--- config.mk ---
export PLATFORM = sky130hd
export DESIGN_NAME = spi_mult_ctrl
export DESIGN_NICKNAME = d
export VERILOG_FILES = /design/src/rtl/spi_mult_ctrl.sv
export SDC_FILE = /design/constraint.sdc
export NUM_CORES = 1
export LEC_CHECK = 0
export CELL_PAD_IN_SITES_DETAIL_PLACEMENT = 0
export CELL_PAD_IN_SITES_GLOBAL_PLACEMENT = 2
export CORE_ASPECT_RATIO = 0.8
export CORE_MARGIN = 4
export CORE_UTILIZATION = 34
export CTS_CLUSTER_SIZE = 40
export DETAILED_ROUTE_END_ITERATION = 8
export GPL_TIMING_DRIVEN = 0
export PLACE_DENSITY_LB_ADDON = 0.1
export SLEW_MARGIN = 10
export SYNTH_ARGS = -nofsm -noshare
export SYNTH_HDL_FRONTEND = slang
export SYNTH_SLANG_ARGS = --single-unit
--- constraint.sdc ---
create_clock -name clk -period 2.3 [get_ports clk]
set_input_delay 0.23 -clock clk [delete_from_list [all_inputs] [get_ports clk]]
set_output_delay 0.23 -clock clk [all_outputs]
set_load 0.005 [all_outputs]
--- src/rtl/spi_mult_ctrl.sv ---
// SPI command front end and sequential unsigned shift-add multiplier.
// Received frames carry a 2-bit opcode in the top bits and operand data in
// the low bits. The product is returned on miso_reg_data for the next transfer.
module spi_mult_ctrl #(
    parameter int FRAME_WIDTH = 16,
    parameter int OP_WIDTH    = 8
) (
    input  logic                   clk,
    input  logic                   reset,
    input  logic [FRAME_WIDTH-1:0] mosi_reg_data,
    input  logic                   rx_valid,
    output logic                   spi_start,
    output logic [FRAME_WIDTH-1:0] miso_reg_data,
    output logic                   busy,
    output logic                   done,
    output logic                   overrun
);

    localparam int PROD_W = 2 * OP_WIDTH;
    localparam int CNT_W  = $clog2(OP_WIDTH + 1);

    localparam logic [1:0] OPC_NOP    = 2'b00;
    localparam logic [1:0] OPC_LOAD_A = 2'b01;
    localparam logic [1:0] OPC_LOAD_B = 2'b10;
    localparam logic [1:0] OPC_START  = 2'b11;

    typedef enum logic [1:0] {
        ST_IDLE = 2'd0,
        ST_MULT = 2'd1,
        ST_DONE = 2'd2
    } state_t;

    state_t                 state_q, state_d;
    logic [OP_WIDTH-1:0]    op_a_q, op_a_d;
    logic [OP_WIDTH-1:0]    op_b_q, op_b_d;
    logic [PROD_W-1:0]      acc_q, acc_d;
    logic [PROD_W-1:0]      mcand_q, mcand_d;
    logic [OP_WIDTH-1:0]    mplier_q, mplier_d;
    logic [CNT_W-1:0]       cnt_q, cnt_d;
    logic [FRAME_WIDTH-1:0] miso_q, miso_d;
    logic                   done_q, done_d;
    logic                   overrun_q, overrun_d;

    logic [1:0]             opcode;
    logic [OP_WIDTH-1:0]    data;
    logic                   unused_frame_bits;

    assign opcode = mosi_reg_data[FRAME_WIDTH-1:FRAME_WIDTH-2];
    assign data   = mosi_reg_data[OP_WIDTH-1:0];
    // Middle frame bits are don't-care; fold them so they are visibly consumed.
    assign unused_frame_bits = ^mosi_reg_data;

    // Status outputs decode straight from registered state, never from rx_valid.
    assign spi_start     = (state_q == ST_IDLE);
    assign busy          = (state_q != ST_IDLE);
    assign miso_reg_data = miso_q;
    assign done          = done_q;
    assign overrun       = overrun_q;

    // State and datapath registers with asynchronous clear.
    always_ff @(posedge clk or posedge reset) begin
        if (reset) begin
            state_q   <= ST_IDLE;
            op_a_q    <= '0;
            op_b_q    <= '0;
            acc_q     <= '0;
            mcand_q   <= '0;
            mplier_q  <= '0;
            cnt_q     <= '0;
            miso_q    <= '0;
            done_q    <= 1'b0;
            overrun_q <= 1'b0;
        end else begin
            state_q   <= state_d;
            op_a_q    <= op_a_d;
            op_b_q    <= op_b_d;
            acc_q     <= acc_d;
            mcand_q   <= mcand_d;
            mplier_q  <= mplier_d;
            cnt_q     <= cnt_d;
            miso_q    <= miso_d;
            done_q    <= done_d;
            overrun_q <= overrun_d;
        end
    end

    // Next-state: frame decode in IDLE, one shift-add step per MULT cycle,
    // product publish in DONE. Frames arriving while busy are dropped.
    always_comb begin
        state_d   = state_q;
        op_a_d    = op_a_q;
        op_b_d    = op_b_q;
        acc_d     = acc_q;
        mcand_d   = mcand_q;
        mplier_d  = mplier_q;
        cnt_d     = cnt_q;
        miso_d    = miso_q;
        done_d    = 1'b0;
        overrun_d = overrun_q;

        case (state_q)
            ST_IDLE: begin
                if (rx_valid) begin
                    case (opcode)
                        OPC_NOP: begin
                            if (data[0]) begin
                                overrun_d = 1'b0;
                            end
                        end
                        OPC_LOAD_A: op_a_d = data;
                        OPC_LOAD_B: op_b_d = data;
                        OPC_START: begin
                            acc_d    = '0;
                            mcand_d  = PROD_W'(op_a_q);
                            mplier_d = op_b_q;
                            cnt_d    = '0;
                            state_d  = ST_MULT;
                        end
                        default: ;
                    endcase
                end
            end
            ST_MULT: begin
                if (rx_valid) begin
                    overrun_d = 1'b1;
                end
                if (mplier_q[0]) begin
                    acc_d = acc_q + mcand_q;
                end
                mcand_d  = mcand_q << 1;
                mplier_d = mplier_q >> 1;
                cnt_d    = cnt_q + CNT_W'(1);
                if (cnt_q == CNT_W'(OP_WIDTH - 1)) begin
                    state_d = ST_DONE;
                end
            end
            ST_DONE: begin
                if (rx_valid) begin
                    overrun_d = 1'b1;
                end
                miso_d  = FRAME_WIDTH'(acc_q);
                done_d  = 1'b1;
                state_d = ST_IDLE;
            end
            default: state_d = ST_IDLE;
        endcase
    end

endmodule

==> summary.md, run 1 <==
| Metric | Value |
|---|---|
| RSZ-0062 raised after global routing | yes |
| Mapped cell area | 4010 um^2 |
| Area delta synth->final | 22.7% |
| Wirelength, routed | 9180 um |
| Tot Pwr | 5.48 mW |
| Max VDD drop | 0.512 mV |
| Post-synthesis xor/xnor area fraction | 0.0197 |
| Sequential area share after synthesis | 0.499 |
| Clock latency on the worst-skew pair | 0.33 ns |
| Antenna-violating nets left | 0 |
| Drt wl/cell | 16.5 um |
| Final Max Tran Viols | 0 |
| Longest Clk Path Bufs | 2 |
| Drt first-iter violations | 155 |
| LEAKAGE | 2.25 nW |
| Synth Area in Adders | 0.0643 |
| Syn Nets | 397 |
| Post-synthesis simple-gate area fraction | 0.102 |
| Complex-gate fraction of the synthesized area | 0.154 |
| Startpoint Class | register |
| Post-CTS Hold Buffers | 0 |
| RD Place Congestion | 0.806 |
| First-pass GRT wire length | 15200 um |
| R2R cell count | 10 |
| Fin crit share | 0.982 |
| Port Buffers | 32 |
| Root buf cell | clkbuf_16 |
| Tmin final | 2.26 ns |
| Core Region | 11500 um^2 |
| # Max-Cap Violations | 0 |
| H-tree depth | 3 |
| Worst setup EP type | register |
| Io pins | 39 |
| Worst path required time | 2.52 ns |
| Residual DRC | 0 |
| Most common cell in the netlist | dfrtp_1 |
| DPL Wire Length | 6560 um |
| Max-slew headroom at the worst pin | 0.463 |
| Mapped Cells | 358 |
| Fillers | 1130 |
| DR pass1 iterations | 4 |
| Largest net degree at the start of global routing | 48 |
| Main combinational cell family by area after synthesis | compound AO/OA/AOI/OAI gates |
| FP Rows | 35 |
| Final Hold Viols | 0 |
| Vias in the first global route | 2864 |
| Post-synth top cells | 80 x dfrtp_1, 39 x o21ai_0, 38 x nand2_1 |
| Final instance area | 4920 um^2 |
| Via/cell ratio | 5.09 |
| Clock Pin Slew Worst Setup and Hold Paths | 0.06 ns |
| Final Setup Violations | 0 |
| Placed Area | 4550 um^2 |
| Top_reg_cell synth | dfrtp_1 |
| Die H | 105 um |
| Status | finished clean |
| Yosys cell types | 50 |
| Least-Margin Pin Slew | 0.806 ns |
| Die ar. | 13600 um^2 |
| Cts bufs inserted | 9 |
| Net count, final | 445 |
| Hold crit path type | primary input to asynchronous set/reset pin |
| GRT overflow | 0 |
| Max Clk Rate | 0.443 GHz |
| Antenna diodes | 0 |
| Final core utilization | 0.427 |
| Warnings from Yosys | 0 |
| CTS tree | yes |
| Mux cell area share after synthesis | 0.133 |
| Clock skew | 0.00687 ns |
| Antenna violations before repair | 0 |
| Total global-route track usage | 0.143 |
| Fraction of layout cells with a size suffix above 1 | 0.200 |
| Power Density | 1110 nW/um^2 |
| Hold_ws | 0.265 ns |
| Via count | 2836 |
| Yosys top cell area share | 0.499 |
| WP data arrival | 2.48 ns |
| CTS Sinks | 80 |
| Crit path max fanout | 3 |
| TNS Setup | 0 ns |
| Area contributors post-synth | dfrtp_1 50%, mux2_2 9.5%, ha_1 5.9%, o21ai_0 4.9%, mux2i_1 3.7% |
| Area of the multi-input gates | 1940 um^2 |
| Post-synthesis register bit count | 80 |
| Post-synth EDFFs | 0 |
| Initial Util | 0.348 |
| Syn Area/Cell | 11.2 um^2 |
| Reg area | 2000 um^2 |
| Die Wd | 129 um |
| Ys async rst share | 1.00 |
| Worst setup path category | register to register |
| Post-synth top area cell | dfrtp_1 |
[per-stage QoR]
stage | worst slack [ns] | instances
2_1_floorplan | 0.0183 | 358
3_3_place_gp | -1.40 | 538
3_5_place_dp | -0.179 | 539
4_1_cts | 0.0119 | 554
5_1_grt | -0.0520 | 557
6_report | 0.0412 | 557
[logic make-up after synthesis]
group                    Yosys count
buffers and inverters             24
multiplexers                      49
flip-flops                        80
XOR/XNOR                           9
AO/OA/AOI/OAI                     95
adder cells (fa/ha/maj)           20
AND/OR/NAND/NOR                   81
[cells in the final DEF (no fill, tap or decap), types with 4 or more instances in the layout]
cell / instances
clkbuf_16: 9
ha_1: 17
dfrtp_1: 79
inv_1: 6
nand3_1: 5
a21oi_1: 11
a21o_1: 6
a22o_1: 12
mux2i_1: 15
buf_4: 4
nor2_1: 7
o21ai_0: 37
mux2_2: 34
clkbuf_1: 9
clkdlybuf4s50_1: 32
xor2_1: 7
nand2b_1: 4
and3_1: 5
o21a_1: 4
nand2_1: 38
[sequential cells by signal, summed over array words and instances (netlist names)]
signal and flops:
miso_reg_data 16, op_a_q 8, cnt_q 4, overrun 1
acc_q 16, mplier_q 8, state_q 2, done 1
op_b_q 8, mcand_q 16
[per-layer routing]
layer	vias up	GRT usage	routed length [um]	share of wire
met5	-	0	0	0
met4	0	0.0423	148	0.016
met3	12	0.0399	279	0.030
met2	34	0.201	3890	0.42
met1	1387	0.212	4860	0.53
li1	1403	-	-	-
[power breakdown]
part	leakage (nW)	internal, mW	switching, mW	total (mW)
Clock	0.143	0.886	0.547	1.43
Sequential	1.06	1.86	0.319	2.17
Combinational	1.05	0.925	0.950	1.87
Total	2.25	3.67	1.82	5.48
[final cells by class]
cell class,count,area share
Buffer,16,0.0170
Clock buffer,11,0.0513
Clock inverter,3,0.00864
Inverter,8,0.00661
Multi-Input combinational cell,254,0.395
Sequential cell,80,0.407
Tap cell,148,0.0376
Timing Repair Buffer,37,0.0768
[what timing repair did]
| action | 4_1_cts | 5_1_grt |
|---|---|---|
| pin swaps | 1 | 12 |
| setup buffers | 1 | 3 |
| gates resized for setup | 6 | 16 |
| setup endpoints to repair | 13 | 14 |
[final timing paths]
kind,startpoint,end,slack (ns)
worst max-delay path,mcand_q[0],acc_q[10],0.04
worst min-delay path,reset,op_a_q[3],0.26
worst max register to register,mcand_q[0],acc_q[10],0.04
worst min register to register,mplier_q[4],mplier_q[4],0.48
max in group asynchronous,reset,mcand_q[0],1.44
min in group clk,mplier_q[4],mplier_q[4],0.48
[worst max-delay path, cell delays in order, from the launching register on]
cell and delay [ns]:
dfrtp_2 0.43, ha_4 0.16, inv_2 0.04, fa_2 0.39
nor2b_4 0.12, o21ai_2 0.07, a21boi_2 0.23, o211ai_2 0.14
a21oi_2 0.21, o21ai_1 0.10, a32o_2 0.27
No activity file was read; power rests on OpenSTA's default activity.
==> run 2, diff against run 1 <==
==> constraint.sdc (replaced) <==
create_clock -name clk -period 2.3 [get_ports clk]
set_input_delay 0.46 -clock clk [delete_from_list [all_inputs] [get_ports clk]]
set_output_delay 0.46 -clock clk [all_outputs]
set_load 0.005 [all_outputs]
==> run 2 against run 1 <==
Non-clock buffer count grew 5. Global-route usage decreased by 0.17 points. Worst hold slack improved by 0.21 ns. Largest cell class unchanged. Flip-flop and latch count did not move. First-iteration DRC count fell by 25%. Die area unchanged. Via count rose by 0.18%. Sequential share of layout area down 0.28 points. Clock power down 4%.
==> summary.md, run 2 (synthesized netlist as in run 1, its figures left out) <==
| Metric | Value |
|---|---|
| Cts bufs inserted | 9 (unchanged) |
| Fin crit share | 0.968 (-0.0137) |
| Via count | 2841 (+0.18%) |
| Kind of cell adding the most delay to the critical path | compound AO/OA/AOI/OAI gates |
| Total global-route track usage | 0.141 (-0.00171) |
| Crit path max fanout | 3 (unchanged) |
| Antenna-violating nets left | 0 (unchanged) |
| WP data arrival | 2.44 ns (-0.04 ns) |
| Clock Pin Slew Worst Setup and Hold Paths | 0.06 ns (about the same) |
| LEAKAGE | 2.26 nW (+0.52%) |
| Area delta synth->final | 23.6% |
| Tot Pwr | 5.45 mW (-0.63%) |
| Wirelength, routed | 9140 um (-0.47%) |
| Critical path cell sequence | ha_4, inv_2, fa_2, nor2b_4, o21ai_2, a21boi_2, o211ai_2, a21oi_2, or3_1, a32o_1 |
| Longest Clk Path Bufs | 2 (unchanged) |
| Post-CTS Hold Buffers | 0 (unchanged) |
| CTS tree | yes |
| First-pass GRT wire length | 15000 um (-1.2%) |
| H-tree depth | 3 (unchanged) |
| Drt wl/cell | 16.3 um (-1.2%) |
| FP Rows | 35 (unchanged) |
| Status | finished clean |
| Final Setup Violations | 0 (unchanged) |
| DPL Wire Length | 6560 um (about the same) |
| Worst setup path category | register to register |
| Final Max Tran Viols | 0 (unchanged) |
| Commonest non-fill, non-tap cells in the layout | 79 x dfrtp_1, 38 x nand2_1, 37 x o21ai_0, 34 x mux2_2, 32 x clkdlybuf4s50_1 |
| GRT overflow | 0 (unchanged) |
| Worst Path Buf+Inv | 1 (unchanged) |
| Max stage delay on crit path | 0.45 ns (+0.02 ns) |
| RD Place Congestion | 0.795 (-1.4%) |
| Power Density | 1100 nW/um^2 (-1.3%) |
| Die Wd | 129 um (unchanged) |
| Residual DRC | 0 (unchanged) |
| CTS Sinks | 80 (unchanged) |
| Least-Margin Pin Slew | 0.772 ns (-0.0343 ns) |
| Setup Slack @ Placement | -0.204 ns (-0.0250 ns) |
| RSZ-0062 raised after global routing | yes |
| Max Clk Rate | 0.449 GHz (+1.4%) |
| Die ar. | 13600 um^2 (unchanged) |
| Port Buffers | 32 (unchanged) |
| Via/cell ratio | 5.06 (-0.54%) |
| Io pins | 39 (unchanged) |
| Antenna diodes | 0 (unchanged) |
| Hold crit path type | register to register |
| Final WS setup | 0.0728 ns (+0.0316 ns) |
| Antenna violations before repair | 0 (unchanged) |
| Final Hold Viols | 0 (unchanged) |
| Worst setup EP type | register |
| Clock latency on the worst-skew pair | 0.33 ns (about the same) |
| # Max-Cap Violations | 0 (unchanged) |
| Core Region | 11500 um^2 (unchanged) |
| Max-slew headroom at the worst pin | 0.485 (+0.0229) |
| Die H | 105 um (unchanged) |
| Max VDD drop | 0.435 mV (-15%) |
| DR pass1 iterations | 4 (unchanged) |
| Fraction of layout cells with a size suffix above 1 | 0.215 (+0.0150) |
| Drt first-iter violations | 117 (-25%) |
| Commonest non-fill, non-tap cell in the layout | dfrtp_1 |
| Worst path required time | 2.51 ns (about the same) |
| Vias in the first global route | 2851 (-0.45%) |
| Net count, final | 450 (+1.1%) |
| Root buf cell | clkbuf_16 |
| Clock skew | 0.0107 ns (+0.00382 ns) |
| Fillers | 1127 (-0.27%) |
| Largest net degree at the start of global routing | 33 (-31%) |
| Startpoint Class | register |
| Tmin final | 2.23 ns (-0.0316 ns) |
| Slowest cell on the critical path | dfrtp_2 |
| Initial Util | 0.348 (unchanged) |
[run 2: per-layer routing]
layer  up-vias  track usage  wire length, um
met2        39        0.196             3850
met3        14       0.0353              309
met1      1382        0.211             4810
li1       1406            -                -
met5         -            0                0
met4         0       0.0504              166
[run 2: final timing paths]
kind                        startpoint                end  slack [ns]  depth (start not counted)
setup / recovery            mcand_q[0]          acc_q[10]        0.07                         10
hold / removal             mplier_q[1]        mplier_q[1]        0.48                          2
min in group asynchronous        reset          op_a_q[2]        0.50                          2
max in group asynchronous        reset  miso_reg_data[12]        1.28                          3
hold reg to reg            mplier_q[1]        mplier_q[1]        0.48                          2
setup reg to reg            mcand_q[0]          acc_q[10]        0.07                         10
[run 2: area by class of cell]
class	instances	area, um^2	share of cell area
Sequential cell	80	2000	0.404
Multi-Input combinational cell	254	1960	0.395
Clock buffer	9	225	0.0454
Timing Repair Buffer	42	420	0.0848
Buffer	16	83.8	0.0169
Clock inverter	4	48.8	0.00985
Tap cell	148	185	0.0374
Inverter	8	33.8	0.00682
[run 2: metrics by stage]
| stage | hold WS, ns | util | instance area [um^2] | instances | setup TNS (ns) |
|---|---|---|---|---|---|
| after detailed placement | 0.470 | 0.396 | 4560 | 540 | -2.79 |
| after global routing | 0.491 | 0.430 | 4960 | 561 | -0.0463 |
| final | 0.479 | 0.430 | 4960 | 561 | 0 |
| after CTS | 0.484 | 0.421 | 4850 | 554 | 0 |
| after global placement | 0.464 | 0.392 | 4520 | 538 | -8.70 |
| after floorplan | 0.450 | - | 4010 | 358 | 0 |
[run 2: where the power goes]
group	total [mW]	internal, mW	switching [mW]
combinational	1.90	0.949	0.955
sequential	2.17	1.86	0.316
clock	1.37	0.820	0.551
total	5.45	3.62	1.82
[run 2: tightest hold or removal path, stage by stage, from the launching register on]
cell and delay [ns]:
dfrtp_1 0.34, nand2_1 0.05, o21ai_0 0.06
[run 2: what timing repair did]
item	CTS	global route
gates resized for setup	6	21
setup endpoints to repair	9	15
pin swaps	1	14
setup buffers	1	7
hold endpoints to repair	0	0
